**src/rtl/maxpool_vertical_stage.sv**
```systemverilog
// Vertical stage of a 2x2 max-pool: pairs vertically adjacent rows of horizontal maxima.
// Latency: 1 cycle from the accepting edge of the completing row to out_valid.
// Backpressure: in_ready = !out_valid || out_ready; output is held stable until taken.
//
// Ports:
//   clk, rst_n          clock, synchronous active-low reset
//   start, stride_mode  frame start pulse; stride select (0 = stride 2, 1 = stride 1) loaded on start
//   in_valid/in_ready   input row handshake, data_in = NUM_MODULES lanes of DATA_WIDTH
//   out_valid/out_ready output row handshake, data_out = pooled row
module maxpool_vertical_stage #(
  parameter int DATA_WIDTH  = 16,
  parameter int NUM_MODULES = 16
) (
  input  logic                              clk,
  input  logic                              rst_n,
  input  logic                              start,
  input  logic                              stride_mode,
  input  logic                              in_valid,
  output logic                              in_ready,
  input  logic [DATA_WIDTH*NUM_MODULES-1:0] data_in,
  output logic                              out_valid,
  input  logic                              out_ready,
  output logic [DATA_WIDTH*NUM_MODULES-1:0] data_out
);

  localparam int ROW_W = DATA_WIDTH * NUM_MODULES;
  localparam int HALF  = NUM_MODULES / 2;

  logic [ROW_W-1:0] row_buf;
  logic             buf_valid;
  logic             parity;
  logic             stride1;

  logic [ROW_W-1:0] vmax;
  logic [ROW_W-1:0] compact;
  logic             accept;
  logic             eff_parity;
  logic             eff_buf_valid;
  logic             eff_stride1;

  assign in_ready = !out_valid || out_ready;
  assign accept   = in_valid && in_ready;

  // start takes effect before a row accepted in the same cycle, so that row
  // is treated as the first row of the new frame.
  assign eff_parity    = start ? 1'b0 : parity;
  assign eff_buf_valid = start ? 1'b0 : buf_valid;
  assign eff_stride1   = start ? stride_mode : stride1;

  // Lane-wise signed max of buffered row and incoming row, plus the stride-2
  // compaction that keeps every even lane and zero-fills the upper half.
  always_comb begin
    vmax    = '0;
    compact = '0;
    for (int i = 0; i < NUM_MODULES; i++) begin
      if ($signed(row_buf[i*DATA_WIDTH +: DATA_WIDTH]) > $signed(data_in[i*DATA_WIDTH +: DATA_WIDTH]))
        vmax[i*DATA_WIDTH +: DATA_WIDTH] = row_buf[i*DATA_WIDTH +: DATA_WIDTH];
      else
        vmax[i*DATA_WIDTH +: DATA_WIDTH] = data_in[i*DATA_WIDTH +: DATA_WIDTH];
    end
    for (int k = 0; k < HALF; k++) begin
      compact[k*DATA_WIDTH +: DATA_WIDTH] = vmax[2*k*DATA_WIDTH +: DATA_WIDTH];
    end
  end

  always_ff @(posedge clk) begin
    if (!rst_n) begin
      out_valid <= 1'b0;
      data_out  <= '0;
      row_buf   <= '0;
      buf_valid <= 1'b0;
      parity    <= 1'b0;
      stride1   <= 1'b0;
    end else begin
      if (start) begin
        parity    <= 1'b0;
        buf_valid <= 1'b0;
        stride1   <= stride_mode;
      end

      // Drop valid after a transfer; a new result below overrides this.
      if (out_valid && out_ready)
        out_valid <= 1'b0;

      if (accept) begin
        if (!eff_stride1) begin
          if (!eff_parity) begin
            row_buf <= data_in;
            parity  <= 1'b1;
          end else begin
            data_out  <= compact;
            out_valid <= 1'b1;
            parity    <= 1'b0;
          end
        end else begin
          // Sliding window: every row becomes the partner of the next one.
          row_buf   <= data_in;
          buf_valid <= 1'b1;
          if (eff_buf_valid) begin
            data_out  <= vmax;
            out_valid <= 1'b1;
          end
        end
      end
    end
  end

endmodule
```
**config.mk**
```make
export PLATFORM = sky130hd
export DESIGN_NAME = maxpool_vertical_stage
export DESIGN_NICKNAME = d
export VERILOG_FILES = /design/src/rtl/maxpool_vertical_stage.sv
export SDC_FILE = /design/constraint.sdc
export NUM_CORES = 2
export LEC_CHECK = 0
export CORE_MARGIN = 8
export CORE_UTILIZATION = 45
export DETAILED_ROUTE_END_ITERATION = 7
export PLACE_DENSITY = 0.71
export REMOVE_ABC_BUFFERS = 1
export SYNTH_ARGS = -nofsm -noshare
export SYNTH_HDL_FRONTEND = slang
export SYNTH_SLANG_ARGS = --single-unit
```
**constraint.sdc**
```tcl
create_clock -name clk -period 3.14 [get_ports clk]
set_input_delay 0.628 -clock clk [delete_from_list [all_inputs] [get_ports clk]]
set_output_delay 0.628 -clock clk [all_outputs]
set_load 0.02 [all_outputs]
```
After elaboration in Yosys (flattened, before gate mapping):

Cells that the tools add are included.

* flip-flop bits (word level): 516
* input bits: 262
* output and inout bits: 258

* $lt $le $gt $ge: 16
* eq/ne operators: 2
* muxes and demuxes: 34
* reduce and logical (&&, ||, !) cells: 7

Operators by type and width (count)
* 256-bit two-way mux: 5
* 16-bit greater-than comparator: 16
* 16-bit two-way mux: 16
* 1-bit two-way mux: 13
* 3-bit AND reduction: 1
* 1-bit logical AND: 2
* 2-bit by 1-bit != test with 1-bit output (second input constant): 1
* 2-bit != test (second input constant): 1
* 2-bit AND reduction: 1
* 2-bit nonzero test: 1
* 1-bit logical NOT: 1
* 1-bit logical OR: 1

Longest topological paths before layout:

* depth in word-level cells: 5
* mapped depth: 12
* gate-level depth less buffers: 10

Worst setup path before layout:

No wires, ideal clock.

* path kind: input port to flip-flop
* start point: in data_in[207]
* end point: reg data_out[102]
* data arrival time: 2.780 ns
* setup slack: 0.232 ns
* stages: 11
* path buffers: 1
* path through: inv_1 -> ha_1 -> nand4_1 -> or4_4 -> a21oi_2 -> nor4_2 -> mux2i_4 -> buf_8 -> mux2i_1 -> a2bb2oi_1 -> o21ai_1

* longest elaborated chain between the ends: 4

Ends and longest elaborated chain
* from (decl): line 20 `input logic [DATA_WIDTH*NUM_MODULES-1:0] data_in,`
* 16-bit greater-than comparator: line 56 `if ($signed(row_buf[i*DATA_WIDTH +: DATA_WIDTH]) > $signed(data_in[i*DATA_WIDTH +: DATA_WIDTH]))`
* 16-bit two-way mux: line 56
* 256-bit two-way mux: line 87 `if (!eff_parity) begin`
* 256-bit two-way mux: line 86 `if (!eff_stride1) begin`
* to (signal assigned): line 91 `data_out <= compact;`
* to (signal assigned): line 100 `data_out <= vmax;`
* to (decl): line 23 `output logic [DATA_WIDTH*NUM_MODULES-1:0] data_out`

Every way passes these cells. The select of a mux whose other input is x is not followed.
A chain may end at the register's enable or synchronous reset.

Final worst setup path:

* start point: in data_in[133]
* end point: reg data_out[73]

Same word-level chain as after synthesis.

==> summary.md <==
| Metric | Value |
|---|---|
| Vias in the first global route | `roughly 24,000` |
| FF/Latch Area | `10,300 sq um` |
| Grt ovf | `0` |
| Die Wd | `262 um` |
| Final setup violation count | `0` |
| Mean Syn Cell Area | `between 8 and 9 sq um` |
| Setup CP Type | `input pin to flip-flop` |
| DIE HEIGHT | `262 um` |
| Max_slew headroom | `0.454` |
| Power Density | `~460 nW/um^2` |
| Final Max Slew Viols | `0` |
| Internal reg-to-reg setup slack | `approximately 0.34 ns` |
| Number of DRC markers in iteration 0 | `1,366` |
| Fin crit period | `3.06 ns` |
| Routed Antenna Nets | `0` |
| Synth Instances | `3,190` |
| Family with the most delay on the worst path | `compound AO/OA/AOI/OAI gates` |
| Crit path buf inv count | `3` |
| RSZ-0062 raised after global routing | `yes` |
| Synth unique cells | `73` |
| Hold_sp | `rst_n` |
| Worst reg-to-reg path cell count | `10` |
| IO Count | `520` |
| Global-route wire length before repair | `135,000 um` |
| Max-cap viol count | `0` |
| Post-layout nets | `approximately 4,400` |
| Yosys top cell area share | `0.379` |
| Leak pwr | `between 15 and 20 nW` |
| Seq/Total Area, Yosys | `0.379` |
| Tcrit/Tclk final | `0.976` |
| CP peak stage delay | `0.58 ns` |
| Cts hold-fix bufs | `0` |
| Layout area overhead | `36.6%` |
| CTS Buf Count | `58` |
| Final core occ | `0.619` |
| Most frequent cell after synthesis | `nand2_1` |
| Critical path endpoint category | `flip-flop` |
| Post-synthesis cell area | `between 20,000 and 30,000 sq um` |
| Crit path DAT | `between 3 and 4 ns` |
| Worst-path cell chain | `clkdlybuf4s50_1 > inv_1 > ha_1 > a21o_1 > a21o_1 > a21oi_1 > o221ai_1 > or4b_1 > o211ai_2 > buf_12 > mux2i_1 > o221ai_1` |
| Cell area after layout | `37,200 sq um` |
| Root Buffer Master | `clkbuf_16` |
| Run status | `completed` |
| Max clock buf depth | `3` |
| FP Rows | `90` |
| Starting Density | `0.453` |
| Placed cell areas | `approximately 35,000 sq um` |
| Slew @ Worst Pin | `approximately 0.82 ns` |
| Deepest level of the CTS H-tree | `2` |
| Clk_lat worst skew | `0.62 ns` |
| Min setup slack post-route | `around 0.075 ns` |
| Synth area leaders | `dfxtp_1 38%, ha_1 12%, nand2_1 11%` |
| Fmax | `~0.33 GHz` |
| Avg WL per Cell | `approximately 19 um` |
| Crit path launch type | `input pin` |
| Pre-CTS WS | `-1.02 ns` |
| Hold EP | `data_out[164]` |
| CTS clk-pin slew, worst paths | `roughly 0.06 ns` |
| Area leader, netlist | `dfxtp_1` |
| Overall routing resource usage | `0.247` |
| Area occupied by multi-input gates | `15,200 sq um` |
| Layout cells sized above 1 | `0.106` |
| Hold Fails Final Rpt | `0` |
| Sink Count | `roughly 520` |
| Worst min-delay path category | `input pin to flip-flop` |
| Pwr Total | `roughly 17 mW` |
| Final HPWL DP | `around 66,000 um` |
| Top_reg_cell synth | `dfxtp_1` |
| Vias per cell | `5.22` |
| CORE AREA | `60,100 sq um` |
| Fillcell total | `about 5,300` |
| Reg-to-reg critical path startpoint | `row_buf[137]` |
| Synth warnings | `0` |
| Post-synth top cells | `765 x nand2_1, 516 x dfxtp_1, 271 x inv_1` |
| Initial antenna violation count | `25` |
| Worst r2r dst | `data_out[73]` |
| Hold depth | `2` |
| Skew final | `between 0.02 and 0.025 ns` |
| EDFF count, synth | `0` |
| Worst Path Required | `approximately 3.6 ns` |
| TritonCTS clock tree | `yes` |
| Total number of vias | `roughly 25,000` |
| Ys async rst share | `0` |
| Pre-Repair DR Iteration Count | `5` |
| Slowest cell on the critical path | `clkdlybuf4s50_1` |
| DIE AREA | `between 60,000 and 70,000 sq um` |
| Placer Congestion | `0.864` |
| Number of buffers inserted by port buffering | `roughly 520` |
| Critical Path Fanout Max | `11` |
| Min Hold Slack | `0.365 ns` |
| Total routed wirelength | `88,400 um` |
| Max VDD drop | `between 0.3 and 0.4 mV` |
| DRC | `0` |
| Largest net degree at the start of global routing | `between 150 and 200` |
| #FFs+latches synth | `516` |
-- layer usage --
metal | up-vias | wire, um | global-route usage
met5 | - | 154 | 0
met4 | 22 | 2480 | 0.0814
li1 | 12400 | - | -
met3 | 151 | 6430 | 0.0683
met2 | 586 | 40400 | 0.400
met1 | 11500 | 38900 | 0.316
-- cell type report --
class / instances / share of cell area
diodes: 14 / 0.000941
clock buffers: 85 / 0.0455
clock inverters: 22 / 0.00699
inverters: 271 / 0.0273
multi-input cells: 2227 / 0.409
flip-flops and latches: 516 / 0.277
well taps: 782 / 0.0263
repair buffers: 804 / 0.207
-- state kept, by name (all words and copies together) (netlist names) --
signal     count
parity         1
row_buf      256
out_valid      1
data_out     256
stride1        1
buf_valid      1
-- where the power goes --
part	switching (mW)	leakage [nW]	internal [mW]	total [mW]
sequential	0.184	4.21	6.79	6.97
clock	2.85	0.969	4.13	6.99
combinational	1.65	11.5	1.64	3.28
-- logic make-up after synthesis --
logic type               count (synthesis)  share of synthesized area
AND/OR/NAND/NOR                        955                      0.149
AO/OA/AOI/OAI                          755                      0.193
flip-flops                             516                      0.379
buffers and inverters                  447                     0.0652
multiplexers                           260                     0.0960
adder cells (fa/ha/maj)                257                      0.118
-- timing repair --
| action | in CTS | in global routing |
|---|---|---|
| endpoints found under the hold margin | 0 | 0 |
| resized for setup | 0 | 4 |
| setup endpoints to repair | 32 | 3 |
| buffers inserted | 2 | 0 |
-- worst max path at each step --
stage	startpoint	end	slack, ns	cells past startpoint
CTS	data_in[133]	data_out[68]	0.05	12
floorplan	out_ready	row_buf[0]	-6.05	5
finish	data_in[133]	data_out[73]	0.08	12
global placement	data_in[71]	data_out[66]	-0.97	12
global route	data_in[133]	data_out[77]	-0.003	12
detailed placement	data_in[71]	data_out[66]	-1.02	12
-- metrics by stage --
step / std cells / setup TNS (ns)
2_1_floorplan: 3014 / -2075.82
3_3_place_gp: 4598 / -72.22
3_5_place_dp: 4598 / -77.64
4_1_cts: 4707 / 0
5_1_grt: 4717 / -0.00352
6_report: 4721 / 0
-- cell usage in the layout, fill, tap and decap left out, types with 11 or more instances in the layout --
cell type / count
nand3_1: 11
clkbuf_8: 15
a21oi_1: 90
clkdlybuf4s50_1: 518
o221ai_1: 98
a2bb2oi_1: 16
buf_4: 256
clkinv_2: 12
nand4_1: 50
clkbuf_1: 13
clkbuf_16: 58
mux2i_1: 255
o21a_1: 14
inv_1: 271
a21o_1: 47
and2_1: 32
nor2_1: 21
ha_1: 257
o21ai_1: 17
dfxtp_1: 516
nor2b_1: 23
nand2_1: 764
diode_2: 14
buf_12: 29
a21boi_0: 258
o21ai_0: 164
No activity file was read; power rests on OpenSTA's default activity.
